### src/rtl/ram_arbiter_pkg.sv
// Shared types and constants for the two-master data-RAM arbiter.
package ram_arbiter_pkg;

   localparam int REG_BUS_W  = 32;
   typedef logic [REG_BUS_W-1:0] reg_bus_t;

   localparam int BYTE_LANES = 4;

   localparam int ARB_IDX_W  = 1;
   typedef logic [ARB_IDX_W-1:0] arb_idx_t;

   localparam arb_idx_t ARB_M0 = 1'b0;
   localparam arb_idx_t ARB_M1 = 1'b1;

endpackage

### src/rtl/ram_arbiter_arb_rr2.sv
// Two-input one-hot grant generator. ARB_ROUND_ROBIN_EN selects alternating
// priority; without it master 0 always wins and no priority state exists.
module arb_rr2
   import ram_arbiter_pkg::*;
(
`ifdef ARB_ROUND_ROBIN_EN
   input  logic       clk,
   input  logic       rstn,
`endif
   input  logic [1:0] req,
   output logic [1:0] gnt
);

`ifdef ARB_ROUND_ROBIN_EN
   arb_idx_t prio;

   always_comb begin
      gnt = 2'b00;
      if (req[0] && (!req[1] || prio == ARB_M0))
         gnt = 2'b01;
      else if (req[1])
         gnt = 2'b10;
   end

   // Point at whichever master lost (or was idle) on every grant.
   always_ff @(posedge clk or negedge rstn) begin
      if (!rstn)
         prio <= ARB_M0;
      else if (gnt[0])
         prio <= ARB_M1;
      else if (gnt[1])
         prio <= ARB_M0;
   end
`else
   always_comb begin
      gnt = 2'b00;
      if (req[0])
         gnt = 2'b01;
      else if (req[1])
         gnt = 2'b10;
   end
`endif

endmodule

### src/rtl/ram_arbiter.sv
// Two-master arbiter in front of the single-port data RAM, with one-cycle
// read-return routing. ARB_ROUND_ROBIN_EN enables alternating priority.
module ram_arbiter
   import ram_arbiter_pkg::*;
#(
   parameter int DW = REG_BUS_W,
   parameter int AW = 32
) (
   input  logic                  clk,
   input  logic                  rstn,

   input  logic                  m0_req,
   input  logic [BYTE_LANES-1:0] m0_wen,
   input  logic [AW-1:0]         m0_addr,
   input  logic [DW-1:0]         m0_wdata,
   output logic                  m0_gnt,
   output logic                  m0_rvalid,
   output logic [DW-1:0]         m0_rdata,

   input  logic                  m1_req,
   input  logic [BYTE_LANES-1:0] m1_wen,
   input  logic [AW-1:0]         m1_addr,
   input  logic [DW-1:0]         m1_wdata,
   output logic                  m1_gnt,
   output logic                  m1_rvalid,
   output logic [DW-1:0]         m1_rdata,

   output logic [BYTE_LANES-1:0] ram_wen,
   output logic                  ram_ren,
   output logic [AW-1:0]         ram_addr,
   output logic [DW-1:0]         ram_wdata,
   input  logic [DW-1:0]         ram_rdata
);

   logic [1:0] req;
   logic [1:0] gnt;
   logic       rd_pend;
   arb_idx_t   rd_src;

   // Requests are masked while in reset so no grant leaks out combinationally.
   assign req = {m1_req, m0_req} & {2{rstn}};

   arb_rr2 u_arb (
`ifdef ARB_ROUND_ROBIN_EN
      .clk  (clk),
      .rstn (rstn),
`endif
      .req  (req),
      .gnt  (gnt)
   );

   assign m0_gnt = gnt[0];
   assign m1_gnt = gnt[1];

   always_comb begin
      ram_wen   = '0;
      ram_addr  = '0;
      ram_wdata = '0;
      if (gnt[0]) begin
         ram_wen   = m0_wen;
         ram_addr  = m0_addr;
         ram_wdata = m0_wdata;
      end else if (gnt[1]) begin
         ram_wen   = m1_wen;
         ram_addr  = m1_addr;
         ram_wdata = m1_wdata;
      end
   end

   assign ram_ren = (|gnt) && (ram_wen == '0);

   always_ff @(posedge clk or negedge rstn) begin
      if (!rstn) begin
         rd_pend <= 1'b0;
         rd_src  <= ARB_M0;
      end else begin
         rd_pend <= ram_ren;
         rd_src  <= gnt[1] ? ARB_M1 : ARB_M0;
      end
   end

   assign m0_rvalid = rd_pend && (rd_src == ARB_M0);
   assign m1_rvalid = rd_pend && (rd_src == ARB_M1);
   assign m0_rdata  = m0_rvalid ? ram_rdata : '0;
   assign m1_rdata  = m1_rvalid ? ram_rdata : '0;

endmodule

### config.mk
export PLATFORM = sky130hd
export DESIGN_NAME = ram_arbiter
export DESIGN_NICKNAME = d
export VERILOG_FILES = /design/src/rtl/ram_arbiter_pkg.sv /design/src/rtl/ram_arbiter_arb_rr2.sv /design/src/rtl/ram_arbiter.sv
export SDC_FILE = /design/constraint.sdc
export NUM_CORES = 1
export LEC_CHECK = 0
export CORE_AREA = 10 10 111 113
export CTS_BUF_LIST = sky130_fd_sc_hd__clkbuf_2 sky130_fd_sc_hd__clkbuf_4 sky130_fd_sc_hd__clkbuf_8
export CTS_CLUSTER_SIZE = 28
export DETAILED_ROUTE_END_ITERATION = 6
export DIE_AREA = 0 0 121 123
export GPL_ROUTABILITY_DRIVEN = 0
export RECOVER_POWER = 100
export SLEW_MARGIN = 20
export SYNTH_ARGS = -nofsm -noshare
export SYNTH_HDL_FRONTEND = slang
export SYNTH_SLANG_ARGS = --single-unit
### constraint.sdc
create_clock -name clk -period 2.4 [get_ports clk]
set_clock_uncertainty 0.15 [all_clocks]
set_input_delay 0.6 -clock clk [delete_from_list [all_inputs] [get_ports clk]]
set_output_delay 0.6 -clock clk [all_outputs]
set_load 0.02 [all_outputs]
After elaboration in Yosys (flattened, before gate mapping):

Cells that the tools add are included.

* flip-flop bits (word level): 2
* bits in latches: 0
* bits in writable memories: 0
* memory bits (read-only): 0
* input bits: 172
* output and inout port bits: 137
* word-level logic and storage cells: 20
* memories kept: 0

* add/sub/neg operators: 0
* multipliers: 0
* divide/modulo/power cells: 0
* $lt $le $gt $ge: 0
* equality and inequality tests: 0
* shift-type cells: 0
* multiplexer cells: 11
* bitwise gates (word level): 2
* reduce and logical (&&, ||, !) cells: 5

Operators with widths (count)
* 2-to-1 mux 32 bit: 6
* 2-to-1 mux 4 bit: 2
* zero test 4 bit: 1
* 2-to-1 mux 2 bit: 2
* logical AND 1 bit: 3
* bitwise AND 2 bit: 1
* OR reduction 2 bit: 1
* 2-to-1 mux 1 bit: 1
* NOT 1 bit: 1

Longest topological paths before layout:

Gate-level depths: netlist of the first run.

* depth in word-level cells: 7
* mapped depth: 5
* depth with buffers taken out: 3

Modules after synthesis:

A second synthesis of the first run with hierarchy kept.

* cells, all modules: 170
* area, all modules: 1308.8 µm²

By module, submodules not included
* ram_arbiter: instances 1, cells each 168, area each 1287.5 µm², seq. area each 50.0 µm²
* arb_rr2: instances 1, cells each 2, area each 21.3 µm², seq. area each 0.0 µm²

Least setup slack after synthesis of the first run:

Ideal clock, no wire load.

* kind: input -> output
* from: in m0_req
* to: out ram_ren
* data arrival time: 1.643 ns
* required time: 1.650 ns
* slack: 0.007 ns
* cell stages on the path: 5
* buffers on the path: 2
* path through: and3b_1 clkbuf_1 buf_6 a22oi_1 nor3_1

* word-level cells in the longest chain between the ends: 6
* elaborated cells on any way between the ends: 7
* those cells by class: mux: 3; bitwise: 1; reduce/logical: 3

Ends and longest elaborated chain
* start: declaration: RTL line ram_arbiter.sv:12 `input logic m0_req,`
* bitwise AND 2 bit *: RTL line ram_arbiter.sv:41 `assign req = {m1_req, m0_req} & {2{rstn}};`
* 2-to-1 mux 2 bit *: RTL line ram_arbiter_arb_rr2.sv:37 `if (req[0])`
* 2-to-1 mux 4 bit: RTL line ram_arbiter.sv:63 `end else if (gnt[1]) begin`
* 2-to-1 mux 4 bit: RTL line ram_arbiter.sv:59 `if (gnt[0]) begin`
* zero test 4 bit: RTL line ram_arbiter.sv:70 `assign ram_ren = (|gnt) && (ram_wen == '0);`
* logical AND 1 bit *: RTL line ram_arbiter.sv:70
* end: declaration: RTL line ram_arbiter.sv:29 `output logic ram_ren,`

Every way passes the cells marked *; elsewhere a longest branch is shown, timed or not.

Final worst setup path of the first run:

* from: in rstn
* to: out ram_addr[28]

* word-level cells in the longest chain between the ends: 5

Ends and longest elaborated chain
* start: declaration: RTL line ram_arbiter.sv:10 `input logic rstn,`
* bitwise AND 2 bit *: RTL line ram_arbiter.sv:41
* 2-to-1 mux 2 bit: RTL line ram_arbiter_arb_rr2.sv:39 `else if (req[1])`
* 2-to-1 mux 2 bit *: RTL line ram_arbiter_arb_rr2.sv:37
* 2-to-1 mux 32 bit: RTL line ram_arbiter.sv:63
* 2-to-1 mux 32 bit *: RTL line ram_arbiter.sv:59
* end: declaration: RTL line ram_arbiter.sv:30 `output logic [AW-1:0] ram_addr,`

Marks and branches as above.

==> results of run 1 <==
area by class of cell:
cell class	count	area, sq um
Fill cell	1042	5460
Multi-Input combinational cell	148	1100
Timing Repair Buffer	338	3320
Tap cell	136	170
Sequential cell	2	50.0
Clock buffer	3	41.3
cell usage in the layout, fill, tap and decap left out, types with 2 or more instances in the layout:
| cell | n |
|---|---|
| sky130_fd_sc_hd__nor2_1 | 2 |
| sky130_fd_sc_hd__and3_1 | 32 |
| sky130_fd_sc_hd__dfrtp_1 | 2 |
| sky130_fd_sc_hd__buf_8 | 2 |
| sky130_fd_sc_hd__and2_1 | 34 |
| sky130_fd_sc_hd__buf_4 | 18 |
| sky130_fd_sc_hd__buf_2 | 21 |
| sky130_fd_sc_hd__dlygate4sd2_1 | 65 |
| sky130_fd_sc_hd__o21ai_2 | 2 |
| sky130_fd_sc_hd__nand2_1 | 4 |
| sky130_fd_sc_hd__buf_12 | 5 |
| sky130_fd_sc_hd__buf_6 | 53 |
| sky130_fd_sc_hd__a22o_1 | 64 |
| sky130_fd_sc_hd__nand3_1 | 2 |
| sky130_fd_sc_hd__clkdlybuf4s50_1 | 169 |
| sky130_fd_sc_hd__clkbuf_8 | 3 |
| sky130_fd_sc_hd__buf_16 | 3 |
stage by stage:
| step | power (mW) | instance area (sq um) | setup slack (ps) | utilization | hold slack [ps] |
|---|---|---|---|---|---|
| final | 0.923 | 4680 | 17.6 | 0.462 | 120 |
| after global routing | 0.975 | 4680 | -46.3 | 0.462 | 133 |
| after CTS | 0.922 | 4650 | -65.9 | 0.459 | 113 |
| after detailed placement | 0.773 | 4540 | -850 | 0.448 | 814 |
| after global placement | 0.767 | 4540 | -839 | 0.448 | 795 |
| after floorplan | 0.271 | 1250 | 6.79 | - | 154 |
logic make-up after synthesis:
logic type,Yosys count,share of synthesized area
and+or+nand+nor,79,0.381
buffers and inverters,25,0.108
DFF,2,0.0399
AOI/OAI and AO/OA,69,0.472
what timing repair did:
| item | in CTS | in global routing |
|---|---|---|
| buffers inserted | 9 | 1 |
| endpoints found under the hold margin | 0 | 0 |
| gates cloned | 5 | 0 |
| pin swaps | 32 | 23 |
| resized for setup | 433 | 42 |
| setup endpoints to repair | 134 | 69 |
report_power, final:
group          internal [mW]  switching (mW)
combinational          0.460           0.295
clock                  0.106          0.0259
sequential            0.0353        0.000758
total                  0.602           0.321
critical path, delay by kind of cell:
| family | cells | cell delay (ps) |
|---|---|---|
| AO/OA/AOI/OAI | 1 | 230 |
| buffers and inverters | 4 | 530 |
| AND/OR/NAND/NOR | 1 | 260 |
registers in the layout (all words and copies together), names as in the netlist:
signal and count:
rd_pend 1, rd_src 1
metal layers:
| layer | vias up | GRT usage |
|---|---|---|
| met3 | 8 | 0.0661 |
| li1 | 1306 | - |
| met5 | - | 0 |
| met4 | 0 | 0.0332 |
| met2 | 155 | 0.303 |
| met1 | 1255 | 0.144 |
worst max path at each step:
stage | to | slack, ps | cells past startpoint
floorplan | ram_ren | 7 | 5
global placement | ram_wdata[20] | -840 | 5
detailed placement | ram_wdata[20] | -850 | 5
CTS | ram_wdata[0] | -70 | 7
global route | ram_ren | -50 | 7
finish | ram_addr[28] | 20 | 6
==> implementation parameters, run 1 <==
Parameter                              Value

Outcome
  Result of the run ... finished, final reports clean

GRT
  Largest net degree at the start of global routing ... 40
  First-pass GRT wire length ... 18100 microns
  Overall global routing resource usage ... 0.154
  Initial antenna violation count ... 0
  Overflow left after global routing ... 0
  Via count of the first global-routing pass ... 3026

Logic synthesis
  Yosys warns ... 0
  Distinct cells, synth ... 16
  Number of synthesized flops with an enable pin ... 0
  Yosys reg bits ... 2
  Most common cell in the synthesized netlist ... sky130_fd_sc_hd__a22o_1
  Share of flip-flops with an asynchronous set or reset ... 1.00
  Mapped cell area ... approximately 1300 sq um
  Most frequent cells after synthesis ... 65 x sky130_fd_sc_hd__a22o_1, 35 x sky130_fd_sc_hd__and2_1, 32 x sky130_fd_sc_hd__and3_1, 12 x sky130_fd_sc_hd__clkbuf_1, 9 x sky130_fd_sc_hd__buf_2
  Leading post-synthesis cells by cell area ... sky130_fd_sc_hd__a22o_1 45%, sky130_fd_sc_hd__and2_1 17%, sky130_fd_sc_hd__and3_1 16%, sky130_fd_sc_hd__dfrtp_1 4.0%, sky130_fd_sc_hd__buf_2 3.6%
  Post-synthesis average cell area ... 7.17 sq um
  Cell taking the most area after synthesis ... sky130_fd_sc_hd__a22o_1
  Synthesized net count ... between 300 and 400
  Leading register cell type out of synthesis ... sky130_fd_sc_hd__dfrtp_1
  Cell count after synthesis ... 175
  Share of the synthesized area in the top cell type ... 0.454
  Register area share after synthesis ... 0.0399

Cells and area
  Area Overhead vs Synth ... 273%
  Share of post-route cells with drive strength above 1 ... 0.230
  Filler-free cell count of the finished design ... approximately 630
  Ant. Diodes ... 0
  Total number of nets in the final design ... 665

Detailed routing
  Antenna-violating nets left ... 0
  Routed wire length on met2 ... 7060 microns
  DRT Wirelength ... 12900 microns
  Routed wire per std cell ... slightly above 20 microns
  Number of vias after detailed routing ... between 2000 and 3000
  Metal3 WL ... 1380 microns
  Number of DRC violations after detailed-routing iteration 0 ... 99
  DRC Markers ... 0
  Top Metal Used ... met4
  Met1 routed wirelength after detailed routing ... 4280 microns
  Routed via count divided by cell count ... 4.34
  First-pass iteration count of the detailed router ... 4

Floorplanning
  DIE AREA ... 14900 sq um
  I/O pin total ... 309
  Row Count ... 37
  Die height ... 123 microns
  DIE WIDTH ... roughly 120 microns
  Standard cell core area ... between 10000 and 15000 sq um
  Initial Util ... 0.124

Clock network
  Clock tree from TritonCTS ... done
  Buffer type at the clock tree root ... sky130_fd_sc_hd__clkbuf_8
  Clock sinks ... 2
  Number of CTS-inserted buffers ... 3
  Clock-pin slew of the registers on the worst-case setup and hold paths ... roughly 30 ps
  H-tree level count ... 1
  Hold-fix buffers, CTS ... 0
  Number of buffers on the longest clock path ... 2

Worst setup path
  Timing startpoint of the critical path ... rstn
  Cell with the largest stage delay on the worst path ... sky130_fd_sc_hd__and3b_2
  WP data required ... 1650 ps
  Critical Path Start Type ... primary input
  Crit-path max cell delay ... 260 ps
  Arr. time, crit path ... 1630 ps
  Critical Setup Path Class ... primary input to output port
  Maximum fanout count along the critical path ... 6
  Endpoint type of the worst setup path ... output port
  Cell-by-cell listing of the critical path ... buf_8 > and3b_2 > buf_12 > buf_16 > a22o_1 > buf_6

Timing
  Highest attainable clock frequency ... 420 MHz
  Aggregate negative setup slack ... 0 ps
  RSZ-0062 raised after global routing ... true
  Post-route fraction of the period consumed by the critical path ... 0.993
  Actual transition at the worst max-transition pin ... ~260 ps
  Finish-stage setup viols ... 0
  Number of pins with negative max-slew slack in the final report ... 0
  Rel. slew slack ... 0.830
  Clock period minus final worst setup slack ... 2380 ps
  Final count of hold timing violations ... 0

Power and ir drop
  Worst-case vdd ir drop ... 0.0868 mV
  Static leakage power ... approximately 2.4 nW
  Pwr per Cell Area ... 197 nW/um^2

Place
  Total half-perimeter wirelength after legalization and detailed placement ... around 11000 microns
  Buffers added on ports ... 308
  Instance count after placement with tap cells included ... 613

Run
  Max-cap viol count ... 0

Min path
  Type of the tightest min-delay check ... primary input to asynchronous set/reset pin
Note: power is estimated with default switching activity, not from simulation.
==> run 2: changes to the inputs <==
--- a/config.mk
+++ b/config.mk
@@ -5,6 +5,7 @@
 export SDC_FILE = /design/constraint.sdc
 export NUM_CORES = 1
 export LEC_CHECK = 0
+export CAP_MARGIN = 20
 export CORE_AREA = 10 10 111 113
 export CTS_BUF_LIST = sky130_fd_sc_hd__clkbuf_2 sky130_fd_sc_hd__clkbuf_4 sky130_fd_sc_hd__clkbuf_8
 export CTS_CLUSTER_SIZE = 28
==> results of run 2 <==
No change in the layout: final DEF, timing and power equal those of run 1.
==> run 3: changes to the inputs <==
--- a/config.mk
+++ b/config.mk
@@ -6,14 +6,15 @@
 export NUM_CORES = 1
 export LEC_CHECK = 0
 export CAP_MARGIN = 20
-export CORE_AREA = 10 10 111 113
+export CORE_AREA = 5 5 118 120
 export CTS_BUF_LIST = sky130_fd_sc_hd__clkbuf_2 sky130_fd_sc_hd__clkbuf_4 sky130_fd_sc_hd__clkbuf_8
 export CTS_CLUSTER_SIZE = 28
 export DETAILED_ROUTE_END_ITERATION = 6
-export DIE_AREA = 0 0 121 123
+export DIE_AREA = 0 0 123 125
 export GPL_ROUTABILITY_DRIVEN = 0
 export RECOVER_POWER = 100
 export SLEW_MARGIN = 20
 export SYNTH_ARGS = -nofsm -noshare
 export SYNTH_HDL_FRONTEND = slang
+export SYNTH_HIERARCHICAL = 1
 export SYNTH_SLANG_ARGS = --single-unit
==> implementation parameters, run 3 <==
Parameter                              Value

Logic synthesis
  Synthesized net count ... ~340
  Cell count after synthesis ... 170
  Most frequent cells after synthesis ... 67 x sky130_fd_sc_hd__a22o_1, 35 x sky130_fd_sc_hd__and2_1, 32 x sky130_fd_sc_hd__and3_1, 10 x sky130_fd_sc_hd__clkbuf_1, 8 x sky130_fd_sc_hd__buf_6
  Yosys reg bits ... 2
  Share of the synthesized area in the top cell type ... 0.448
  Distinct cells, synth ... 14
  Leading register cell type out of synthesis ... sky130_fd_sc_hd__dfrtp_1
  Register area share after synthesis ... 0.0382
  Cell taking the most area after synthesis ... sky130_fd_sc_hd__a22o_1
  Yosys warns ... 6
  Leading post-synthesis cells by cell area ... sky130_fd_sc_hd__a22o_1 45%, sky130_fd_sc_hd__and2_1 17%, sky130_fd_sc_hd__and3_1 15%, sky130_fd_sc_hd__buf_6 6.9%, sky130_fd_sc_hd__dfrtp_1 3.8%
  Share of flip-flops with an asynchronous set or reset ... 1.00
  Mapped cell area ... ~1300 sq um
  Most common cell in the synthesized netlist ... sky130_fd_sc_hd__a22o_1
  Post-synthesis average cell area ... 7.70 sq um
  Number of synthesized flops with an enable pin ... 0

Power and ir drop
  Static leakage power ... 2.72 nW
  Pwr per Cell Area ... 210 nW/um^2
  Worst-case vdd ir drop ... 0.104 mV
  Overall power consumption ... 1.12 mW

Floorplanning
  I/O pin total ... 309
  Die height ... 125 microns
  Initial Util ... 0.102
  Standard cell core area ... 12900 sq um
  Row Count ... 42
  DIE WIDTH ... 123 microns
  DIE AREA ... 15400 sq um

Cells and area
  Most frequent cells in the layout ... 165 x sky130_fd_sc_hd__clkdlybuf4s50_1, 65 x sky130_fd_sc_hd__dlygate4sd2_1, 62 x sky130_fd_sc_hd__a22o_4
  Most common library cell in the layout ignoring fill and taps ... sky130_fd_sc_hd__clkdlybuf4s50_1
  Ant. Diodes ... 0
  Total number of nets in the final design ... between 600 and 700
  Share of post-route cells with drive strength above 1 ... 0.358
  Largest registers in the final layout ... rd_pend (1), rd_src (1)
  Filler-free cell count of the finished design ... between 600 and 700
  Area Overhead vs Synth ... 307%

Timing
  Worst Setup Slack, final ... -349 ps
  Rel. slew slack ... 0.793
  Post-route fraction of the period consumed by the critical path ... 1.15
  Number of pins with negative max-slew slack in the final report ... 0
  Highest attainable clock frequency ... between 300 and 400 MHz
  Aggregate negative setup slack ... -11160 ps
  Actual transition at the worst max-transition pin ... 311 ps
  Clock period minus final worst setup slack ... 2750 ps
  Final count of hold timing violations ... 0
  Finish-stage setup viols ... 67
  RSZ-0062 raised after global routing ... true

Clock network
  Clock tree from TritonCTS ... done
  Clock sinks ... 2
  Number of CTS-inserted buffers ... 3
  Buffer type at the clock tree root ... sky130_fd_sc_hd__clkbuf_8
  H-tree level count ... 1
  Hold-fix buffers, CTS ... 0
  Number of buffers on the longest clock path ... 2
  Clock-pin slew of the registers on the worst-case setup and hold paths ... 30 ps

Place
  DP Worst Slack ... -1250 ps
  Buffers added on ports ... 308
  Total half-perimeter wirelength after legalization and detailed placement ... 10600 microns
  Instance count after placement with tap cells included ... 647

Worst setup path
  Arr. time, crit path ... 2000 ps
  Crit-path max cell delay ... 340 ps
  Endpoint type of the worst setup path ... output port
  Buffers and inverters on the worst path ... 3
  Cell-by-cell listing of the critical path ... buf_8 > and2_4 > nor2b_4 > nor2b_4 > buf_12 > a22o_4 > a2111oi_4 > buf_4
  Maximum fanout count along the critical path ... 4
  Worst path top cell family by delay ... compound AO/OA/AOI/OAI gates
  WP data required ... 1650 ps
  Critical Path Start Type ... primary input
  Cell with the largest stage delay on the worst path ... sky130_fd_sc_hd__a2111oi_4
  Critical Setup Path Class ... primary input to output port
  Critical path's most frequent cell ... sky130_fd_sc_hd__nor2b_4

Detailed routing
  First-pass iteration count of the detailed router ... 4
  Routed via count divided by cell count ... 4.08
  Number of vias after detailed routing ... 2716
  Number of DRC violations after detailed-routing iteration 0 ... 52
  Routed wire per std cell ... 18.3 microns
  Antenna-violating nets left ... 0
  DRT Wirelength ... around 12000 microns
  DRC Markers ... 0

GRT
  Via count of the first global-routing pass ... around 3000
  Overall global routing resource usage ... 0.146
  Overflow left after global routing ... 0
  Initial antenna violation count ... 1
  Largest net degree at the start of global routing ... 37
  First-pass GRT wire length ... 17500 microns

Min path
  Type of the tightest min-delay check ... primary input to asynchronous set/reset pin

Outcome
  Violations in the final reports ... negative setup slack
  Result of the run ... complete, but fails checks

Run
  Max-cap viol count ... 0
[run 3: area by class of cell]
cell class              instances  area, sq um
multi-input cells             143         1640
repair buffers                341         3380
well taps                     176          220
clock buffers                   3         41.3
fillers                      1261         7540
flip-flops and latches          2         50.0
[run 3: tightest hold or removal path, stage by stage]
cell                       delay (ps)
sky130_fd_sc_hd__buf_8             70
sky130_fd_sc_hd__buf_4             90
sky130_fd_sc_hd__clkbuf_1         120
[run 3: logic make-up (layout without fill, tap and decap cells)]
family / after synthesis / count (layout) / share of synthesized area
AOI/OAI and AO/OA: 69 / 69 / 0.473
buffers and inverters: 25 / 344 / 0.126
DFF: 2 / 2 / 0.0382
and+or+nand+nor: 74 / 74 / 0.362
[run 3: what timing repair did]
action	CTS	global route
gates cloned	1	0
setup endpoints to repair	135	70
setup buffers	12	6
resized for setup	387	71
pin swaps	5	2
[run 3: power breakdown]
group / internal (mW) / switching (mW)
clock network: 0.106 / 0.0255
logic: 0.573 / 0.379
registers: 0.0358 / 0.000767
[run 3: routing by layer]
layer	vias to the layer above	global-route usage	wire (microns)
met4	2	0.0332	193
met1	1213	0.137	3750
li1	1297	-	-
met5	-	0	13
met3	14	0.0650	1730
met2	190	0.284	6500
[run 3: final timing paths]
kind                       startpoint           endpoint  depth (start not counted)
setup / recovery                 rstn            ram_ren                          8
hold / removal                   rstn   rd_src$_DFF_PN0_                          3
max in group asynchronous        rstn  rd_pend$_DFF_PN0_                          3
min in group clk               m0_req   rd_src$_DFF_PN0_                          4
[run 3: metrics by stage]
step	cell area [sq um]	util	hold slack [ps]
floorplan	1860	-	154
global placement	5150	0.400	766
detailed placement	5150	0.400	775
CTS	5320	0.414	99.7
global route	5330	0.414	204
finish	5330	0.414	187
